File: src/rtl/countdown_timer.sv
// Purpose : 4-bit loadable down-counter with prescaled tick, run/expire FSM, optional auto-reload.
// Latency : Q/BO/DONE/isHalf all come straight from registers; a tick or load shows one edge later.
// Backpress: none; ENP/ENT freeze the prescaler and count in place, ENT also gates the borrow out.
//
// Ports:
//   CLK50M  - sole clock, rising edge
//   CLRb    - asynchronous active-low clear
//   LDb     - synchronous active-low load of D into Q and the reload register
//   D[3:0]  - load value
//   ENP,ENT - count enables (both needed); ENT doubles as cascade gate
//   START   - run request level, its rising edge is acted on
//   Q[3:0]  - current count
//   BO      - registered one-cycle borrow pulse on expiry
//   DONE    - high while expired
//   isHalf  - high during the second half of each tick period while running
module countdown_timer #(
  parameter int TICK_DIV    = 25_000_000,
  parameter bit AUTO_RELOAD = 1'b0
) (
  input  logic       CLK50M,
  input  logic       CLRb,
  input  logic       LDb,
  input  logic [3:0] D,
  input  logic       ENP,
  input  logic       ENT,
  input  logic       START,
  output logic [3:0] Q,
  output logic       BO,
  output logic       DONE,
  output logic       isHalf
);

  localparam int            PW      = $clog2(TICK_DIV);
  localparam logic [PW-1:0] PS_LAST = PW'(TICK_DIV - 1);
  localparam logic [PW-1:0] PS_HALF = PW'(TICK_DIV / 2);

  typedef enum logic [1:0] {
    S_IDLE    = 2'd0,
    S_RUN     = 2'd1,
    S_EXPIRED = 2'd2
  } state_t;

  state_t        state_q, state_d;
  logic [3:0]    q_q, q_d;
  logic [3:0]    rld_q, rld_d;
  logic [PW-1:0] ps_q, ps_d;
  logic          bo_q, bo_d;
  logic          start_q;
  // Stays low for the first clock after reset so a START level held
  // through reset release is not mistaken for a rising edge.
  logic          arm_q;

  logic en;
  logic start_edge;
  logic tick;

  assign en         = ENP & ENT;
  assign start_edge = arm_q & START & ~start_q;
  assign tick       = (state_q == S_RUN) & en & (ps_q == PS_LAST);

  always_comb begin
    state_d = state_q;
    q_d     = q_q;
    rld_d   = rld_q;
    ps_d    = '0;
    bo_d    = 1'b0;

    // Prescaler only moves while running; it sits at zero elsewhere, so
    // every entry to RUN starts a full tick period.
    if (state_q == S_RUN) begin
      if (en) begin
        ps_d = (ps_q == PS_LAST) ? '0 : ps_q + 1'b1;
      end else begin
        ps_d = ps_q;
      end
    end

    if (!LDb) begin
      // Load wins over tick and START; prescaler phase is kept in RUN.
      q_d   = D;
      rld_d = D;
      case (state_q)
        S_RUN:     if (D == 4'd0) state_d = S_EXPIRED;
        S_EXPIRED: state_d = S_IDLE;
        default:   state_d = state_q;
      endcase
    end else begin
      case (state_q)
        S_IDLE: begin
          if (start_edge) begin
            state_d = (q_q != 4'd0) ? S_RUN : S_EXPIRED;
          end
        end
        S_RUN: begin
          if (tick) begin
            if (q_q == 4'd1) begin
              bo_d = 1'b1;
              if (AUTO_RELOAD) begin
                q_d = rld_q;
                if (rld_q == 4'd0) state_d = S_EXPIRED;
              end else begin
                q_d     = 4'd0;
                state_d = S_EXPIRED;
              end
            end else if (q_q != 4'd0) begin
              q_d = q_q - 4'd1;
            end
          end
        end
        S_EXPIRED: begin
          if (start_edge) begin
            q_d = rld_q;
            if (rld_q != 4'd0) state_d = S_RUN;
          end
        end
        default: state_d = S_IDLE;
      endcase
    end
  end

  always_ff @(posedge CLK50M or negedge CLRb) begin
    if (!CLRb) begin
      state_q <= S_IDLE;
      q_q     <= 4'd0;
      rld_q   <= 4'd0;
      ps_q    <= '0;
      bo_q    <= 1'b0;
      start_q <= 1'b0;
      arm_q   <= 1'b0;
    end else begin
      state_q <= state_d;
      q_q     <= q_d;
      rld_q   <= rld_d;
      ps_q    <= ps_d;
      bo_q    <= bo_d;
      start_q <= START;
      arm_q   <= 1'b1;
    end
  end

  assign Q      = q_q;
  assign BO     = bo_q;
  assign DONE   = (state_q == S_EXPIRED);
  assign isHalf = (state_q == S_RUN) && (ps_q >= PS_HALF);

endmodule

File: config.mk
export PLATFORM = sky130hd
export DESIGN_NAME = countdown_timer
export DESIGN_NICKNAME = d
export VERILOG_FILES = /design/src/rtl/countdown_timer.sv
export SDC_FILE = /design/constraint.sdc
export NUM_CORES = 1
export LEC_CHECK = 0
export CAP_MARGIN = 20
export CORE_ASPECT_RATIO = 1.25
export CORE_MARGIN = 8
export CORE_UTILIZATION = 52
export DETAILED_ROUTE_END_ITERATION = 10
export GPL_ROUTABILITY_DRIVEN = 0
export PLACE_DENSITY = 0.75
export SLEW_MARGIN = 15
export SYNTH_ARGS = -nofsm -noshare
export SYNTH_HDL_FRONTEND = slang
export SYNTH_SLANG_ARGS = --single-unit
File: constraint.sdc
create_clock -name CLK50M -period 4.6 [get_ports CLK50M]
set_clock_uncertainty 0.15 [all_clocks]
set_input_delay 0.46 -clock CLK50M [delete_from_list [all_inputs] [get_ports CLK50M]]
set_output_delay 0.46 -clock CLK50M [all_outputs]
set_load 0.05 [all_outputs]
* Yosys cells after proc, flatten, opt, wreduce, memory -nomap -nowiden
Cells that the tools add are included.
Cells by class: add/subtract/negate cells 2, multipliers 0, divide/modulo/power cells 0, $lt $le $gt $ge 1, equality and inequality tests 13, shift operators 0, mux-type cells 23, bitwise logic cells 6, reductions and logical operators 8
Operators with widths (number):
- $mux W25 | 3
- $add A25 B1 Y25 const B | 1
- $eq A25 B25 Y1 const B | 1
- $ge A25 B24 Y1 const B | 1
- $mux W4 | 5
- $mux W2 | 8
- $ne A3 B3 Y1 const B | 4
- $pmux W4 S2 | 1
- $reduce_bool A4 Y1 | 2
- $reduce_and A7 Y1 | 1
- $ne A3 B2 Y1 const B | 2
- $pmux W2 S3 | 1
- $and A1 B1 Y1 | 5
- $eq A4 B1 Y1 const B | 1
- $logic_not A4 Y1 | 1
- $mux W1 | 4
- $ne A4 B4 Y1 const B | 1
- $pmux W2 S2 | 1
- $reduce_and A4 Y1 | 1
- $sub A4 B1 Y4 const B | 1
- $ne A3 B1 Y1 const B | 1
- $reduce_bool A3 Y1 | 1
- $eq A2 B1 Y1 const B | 1
- $eq A2 B2 Y1 const B | 1
- other kinds (4) | 4
Storage, ports and cells: register bits after elaboration 38, latch bits 0, RAM bits 0, memory bits (read-only) 0, output and inout bits 7, word-level logic and storage cells 60, memories 0

* Longest topological paths before layout
depth in word-level cells 6, depth in mapped cells 7, depth with buffers taken out 7

* Least setup slack after synthesis
OpenSTA, ideal clock, no wires.
kind register to output, start point register ps_q[7], end point output port isHalf, arrival time 1.895 ns, slack 2.095 ns, stages on the path, launching flop included 7, cells stage by stage dfrtp_1 > buf_6 > nor4_4 > nand4_1 > nor3_1 > o21ai_0 > a21oi_1
On the way: cells in the longest elaborated chain, start to end 2
RTL lines:
- from (decl) | line 46 | logic [PW-1:0] ps_q, ps_d;
- from (signal assigned) | line 134 | ps_q <= ps_d;
- $ge A25 B24 Y1 | line 144 | assign isHalf = (state_q == S_RUN) && (ps_q >= PS_HALF);
- $logic_and A1 B1 Y1 | line 144
- to (decl) | line 30 | output logic isHalf
Every way passes these cells.

* Worst setup path after layout
Ends and elaborated chain as after synthesis.

==> impl_metrics.env <==
export IMPL_power_leakage_nw=1.05
export IMPL_yosys_top_cells_area="dfrtp_1 (40%), nand2_1 (4.2%), a21oi_1 (4.0%)"
export IMPL_first_pass_iters=4
export IMPL_core_um2=4430
export IMPL_cts_hold_buf=0
export IMPL_grt_usage_pct=16.5
export IMPL_r2r_slack_ps=2280
export IMPL_synth_top_cell_area_share_pct=39.8
export IMPL_synth_simple_area_share_pct=27.9
export IMPL_grt_pass1_vias=2048
export IMPL_cp_end_kind="output port"
export IMPL_power_density_nw_per_um2=375
export IMPL_tns_ps=0
export IMPL_synth_top_family_by_area="simple AND/OR/NAND/NOR gates"
export IMPL_critical_path_top_delay_family="buffers and inverters"
export IMPL_grt_pass1_wl_mm=9.50
export IMPL_numCtsBuffers=5
export IMPL_total_power_mw=0.986
export IMPL_layout_nets=292
export IMPL_status="finished clean"
export IMPL_clkTransAtPathRegs_ps=80
export IMPL_synth_compound_area_share_pct=20.9
export IMPL_synth_xor_area_share_pct=0.367
export IMPL_reg2regPathDepth=6
export IMPL_boundaryPins=17
export IMPL_hp_class="in2async"
export IMPL_cts_root_buf="clkbuf_8"
export IMPL_synthArstFlopShare_pct=100
export IMPL_antenna_found_initial=0
export IMPL_synthFlopType="dfrtp_1"
export IMPL_fill_cells=400
export IMPL_slowest_delay_ps=830
export IMPL_layout_commonest_cell="dfrtp_1"
export IMPL_clock_sinks=38
export IMPL_drv_slew=0
export IMPL_syn_to_final_growth_pct=10.2
export IMPL_ys_warn_count=0
export IMPL_tightestPinTransition_ps=872
export IMPL_wl_per_cell_um=16.7
export IMPL_htree_levels=2
export IMPL_overflow=0
export IMPL_ir_drop_v=0.000160
export IMPL_avgSynthCellArea_um2=8.87
export IMPL_die_w_um=76.6
export IMPL_ant_nets=0
export IMPL_multi_input_area_um2=1310
export IMPL_p_int_mw=0.604
export IMPL_cts_post_setup_buffers_inserted=0
export IMPL_p_clk_share_pct=24.0
export IMPL_cts_tree="built"
export IMPL_cp_arrival_ps=2560
export IMPL_wl_mm=5.61
export IMPL_path_buf_inv=1
export IMPL_die_h_um=91.8
export IMPL_drive_above_1_share_pct=8.96
export IMPL_grt_max_degree=39
export IMPL_synth_edf_count=0
export IMPL_path_depth=6
export IMPL_route_detailed_drc=0
export IMPL_finalCriticalPeriod_ps=3170
export IMPL_power_switching_mw=0.382
export IMPL_crit_required_ps=3990
export IMPL_seqPwrFrac_pct=41.2
export IMPL_syn_nets=283
export IMPL_regArea_um2=951
export IMPL_post_route_period_util_pct=68.8
export IMPL_die_area_um2=7030
export IMPL_cap_viol_max_count=0
export IMPL_dp_hpwl_mm=4.00
export IMPL_drt_iter0_drc=105
export IMPL_yosys_area_share_adder_pct=2.10
export IMPL_num_rows=27
export IMPL_final_cell_mix="dfrtp_1 (38), nand2_1 (27), a21oi_1 (19), nor2_1 (17), o21ai_0 (16)"
export IMPL_clock_latency_ps=290
export IMPL_viasPerCell=6.32
export IMPL_synth_seq_area_share_pct=39.8
export IMPL_yosysTopAreaCell="dfrtp_1"
export IMPL_worstPathMaxFanout=10
export IMPL_hold_viol=0
export IMPL_final_cell_count_no_fill=337
export IMPL_p_sw_share_pct=38.7
export IMPL_combPwrFrac_pct=34.8
export IMPL_synthCells=269
export IMPL_synthMuxAreaShare_pct=3.35
export IMPL_dp_cells=329
export IMPL_vias=2131
export IMPL_start_kind="register"
export IMPL_relSlewSlack_pct=41.9
export IMPL_path_class="reg2out"
export IMPL_io_buffers=16
export IMPL_synth_seq_cells=38
export IMPL_max_freq_mhz=316
export IMPL_start_util_pct=53.9
export IMPL_clk_path_buf_depth=2
export IMPL_synth_cell_types=55
export IMPL_rsz0062_at_grt="no"
export IMPL_post_cts_resized_instances=0
export IMPL_cp_slowest_cell="clkdlybuf4s50_1"
export IMPL_crit_path_cell_trace="nor4_4 > nand4_1 > nor3_1 > o21ai_0 > a21oi_1 > clkdlybuf4s50_1"
export IMPL_diodes=0
export IMPL_finalSetupViolations=0
export IMPL_synth_area_um2=2390
==> metal layers <==
layer	vias up	share of wire (%)	global-route usage [%]
met4	0	3.9	10.3
met5	-	0	0
met3	21	4.9	4.49
met2	65	49	27.8
li1	1031	-	-
met1	1014	43	18.1
==> registers in the layout, summed over array words and instances (netlist names) <==
register and cells:
state_q 2, arm_q 1, start_q 1, ps_q 25
BO 1, rld_q 4, Q 4
==> stage by stage <==
step                      setup slack (ps)  util, %  hold WS (ps)  area (µm²)
after floorplan                       2090        -          14.4        2390
after global placement                1790     57.4           334        2540
after detailed placement              1790     57.4           340        2540
after CTS                             1430     59.4           152        2630
after global routing                  1270     59.4           194        2630
final                                 1430     59.4           135        2630
==> final cells by class <==
type                            instances  share of cell area (%)
Multi-Input combinational cell        203                    49.7
Sequential cell                        38                    36.2
Timing Repair Buffer                   16                    5.90
Clock buffer                            7                    3.28
Tap cell                               58                    2.76
Inverter                               14                    2.00
Clock inverter                          1                   0.190
==> worst reg2reg max path, stage by stage, from the launching register on <==
cell and delay (ps):
dfrtp_1 440, ha_1 250, nand4_1 170, or3_4 400
nor3_1 290, a31oi_1 170, mux2_1 330
==> final timing paths <==
kind / startpoint / endpoint
max in group asynchronous: CLRb / ps_q[11]$_DFFE_PN0P_
max reg2reg: ps_q[0]$_DFFE_PN0P_ / state_q[0]$_DFFE_PN0P_
min: CLRb / Q[2]$_DFFE_PN0P_
max: ps_q[7]$_DFFE_PN0P_ / isHalf
min in group CLK50M: rld_q[3]$_DFFE_PN0N_ / rld_q[3]$_DFFE_PN0N_
min reg2reg: rld_q[3]$_DFFE_PN0N_ / rld_q[3]$_DFFE_PN0N_
==> synthesized netlist by cell type, types with 5 or more instances <==
master and n:
nor2b_1 5, nand2_1 27, clkbuf_1 5, nand3_1 14, o21ai_0 16, a31oi_1 13, inv_1 14, o211ai_1 5
dfrtp_1 38, nand4_1 12, buf_2 7, nor3_1 6, nor2_1 17, nand2b_1 5, a21oi_1 19
==> cell families (layout without fill, tap and decap cells) <==
group | after synthesis | count (layout)
mux | 7 | 7
flops | 38 | 38
compound gates | 77 | 77
xor+xnor | 1 | 1
other cells | 1 | 1
fa+ha+maj | 4 | 4
buf+inv | 28 | 38
simple gates | 113 | 113
==> power groups by stage <==
stage / sequential [mW] / clock (mW) / combinational [mW]
final: 0.406 / 0.237 / 0.343
after detailed placement: 0.412 / 0 / 0.343
after CTS: 0.405 / 0.246 / 0.344
after floorplan: 0.440 / 0 / 0.205
after global routing: 0.412 / 0.259 / 0.374
after global placement: 0.410 / 0 / 0.337
(Power assumes the default switching activity.)
==> variant: new RTL, same settings <==
`AUTO_RELOAD`: 1'b0 -> 1'b1.
--- a/src/rtl/countdown_timer.sv
+++ b/src/rtl/countdown_timer.sv
@@ -17,3 +17,3 @@
   parameter int TICK_DIV    = 25_000_000,
-  parameter bit AUTO_RELOAD = 1'b0
+  parameter bit AUTO_RELOAD = 1'b1
 ) (
Formal check against the unedited RTL: no difference found for any inputs over 10 cycles, from zero or initial values; that may be too few to reach the edited logic, so the function may still have changed.
==> variant against the original RTL <==
Final area is 2.8% higher. Sequential cell count is the same. Fmax is 1.1% lower. Worst hold slack got worse by 0.97 ps. Synthesized area up 1.4%. Setup slack lost 36 ps. Highest routed layer unchanged. Final cell count is 3.6% higher. Total power rose by 16%. Routed wire length is 10% higher.
==> variant: results (changes against the original RTL) <==
yosysWarnings: 0  # unchanged
drt_iter0_drc: 127  # was 105
grt_max_degree: 39  # unchanged
critPathArrivalTime_ps: 2590  # was 2560 ps
cts-resized-gates: 0  # unchanged
avgViaCountPerCell: 6.57  # was 6.32
async_reset_ff_frac: 1.00  # unchanged
fillers: 411  # was 400
peakVddDrop_v: 0.000162  # was 0.000160 V
use_met3: 0.0420  # was 0.0449
synthTopCellsByArea: "dfrtp_1, a31oi_1, nand2_1"  # was dfrtp_1, nand2_1, a21oi_1
root_buffer: "clkbuf_8"  # unchanged
post-cts-setup-buffer-count: 0  # unchanged
wl_met1_mm: 2.57  # was 2.39 mm
largest_register_ffs: 25  # unchanged
wl_met2_mm: 3.03  # was 2.73 mm
reg2reg_to: "Q[3]"  # was state_q[0]
synth_ff_type: "dfrtp_1"  # unchanged
clkTransAtPathRegs_ps: 70
path_delay_family: "buffers and inverters"  # unchanged
htreeDepth: 2  # unchanged
antenna_found_initial: 0  # unchanged
crit_path_max_fanout: 6  # was 10
cp_slowest_stage_delay_ps: 830  # about the same
fin_ws_ps: 1400  # was 1430 ps
wl_per_cell_um: 17.7  # was 16.7 µm
worst_pin_slew_ps: 874  # was 872 ps
synthDistinctLibCells: 53  # was 55
syn_nets: 292  # was 283
cts_hold_buf: 0  # unchanged
power.leakage_nw: 1.07  # was 1.05 nW
hpwl_mm: 4.35  # was 4.00 mm
rr_worst_depth: 5  # was 6
grt_pass1_vias: 2197  # was 2048
drive_above_1_share: 0.0687  # was 0.0896
cp-start-kind: "flip-flop"  # unchanged
grt_use_total: 0.176  # was 0.165
hp-class: "in2async"  # unchanged
highest_layer: "met4"  # unchanged
startpoint: "ps_q[0]"  # was ps_q[7]
drtPass1Iterations: 7  # was 4
wl_met3_um: 436  # was 274 µm
use_met2: 0.296  # was 0.278
rr_startpoint: "ps_q[14]"  # was ps_q[0]
yosysSeqAreaShare: 0.393  # was 0.398
clock_latency_ps: 290  # about the same
place_ws_ps: 1710  # was 1790 ps
status: "finished, final reports clean"  # unchanged
use_met1: 0.206  # was 0.181
grt_pass1_wl_mm: 10.4  # was 9.50 mm
nets: 304  # was 292
rrSetupSlack_ps: 2120  # was 2280 ps
cts_buffer_depth: 2  # unchanged
synth_common_cells: "dfrtp_1, a31oi_1, nand2_1, nor2_1, o21ai_0"  # was dfrtp_1, nand2_1, a21oi_1, nor2_1, o21ai_0
slowest_stage: "clkdlybuf4s50_1"  # unchanged
port-buffer-count: 16  # unchanged
switching_share: 0.396  # was 0.387
largest-register: "ps_q"  # unchanged
crit_end: "isHalf"  # unchanged
variant: cell types whose count changed in the layout (fill, tap and decap cells not counted), moves of 3 or more:
| cell | delta |
|---|---|
| nor4_1 | +5 |
| o211ai_1 | -4 |
| nand2_1 | -3 |
| a31oi_1 | +14 |
| a41oi_1 | -3 |
| or4_1 | +9 |
| a22o_1 | +3 |
| buf_4 | +3 |
| nor4_4 | -3 |
| or3_1 | +10 |
| a21oi_1 | -14 |
variant: kinds of logic after synthesis:
| logic type | Yosys count | synth area share |
|---|---|---|
| compound gates | 74 | 0.204 |
| xor+xnor | 3 | 0.0109 |
| fa+ha+maj | 4 | 0.0207 |
| buf+inv | 29 | 0.0476 |
| flops | 38 | 0.393 |
| mux | 6 | 0.0315 |
| other cells | 1 | 0.00155 |
| simple gates | 123 | 0.291 |
variant: area by class of cell:
type                    instances  share of cell area
clock inverters                 1             0.00185
inverters                      15              0.0208
repair buffers                 19              0.0657
flip-flops and latches         38               0.352
multi-input cells             211               0.501
clock buffers                   7              0.0319
well taps                      58              0.0269
variant: power by group through the flow:
stage	Clock (W)	Sequential [W]	Combinational, W
6_report	0.000235	0.000419	0.000487
5_1_grt	0.000254	0.000427	0.000535
4_1_cts	0.000243	0.000420	0.000491
3_5_place_dp	0	0.000426	0.000491
3_3_place_gp	0	0.000423	0.000480
2_1_floorplan	0	0.000474	0.000297
variant: metrics by stage:
step	hold WS [ps]	cells	utilization	power [W]	area [µm²]
6_report	134	349	0.606	0.00114	2700
5_1_grt	201	349	0.606	0.00122	2700
4_1_cts	149	349	0.606	0.00115	2700
3_5_place_dp	347	341	0.586	0.000917	2610
3_3_place_gp	342	341	0.586	0.000903	2610
2_1_floorplan	14.4	278	-	0.000771	2420
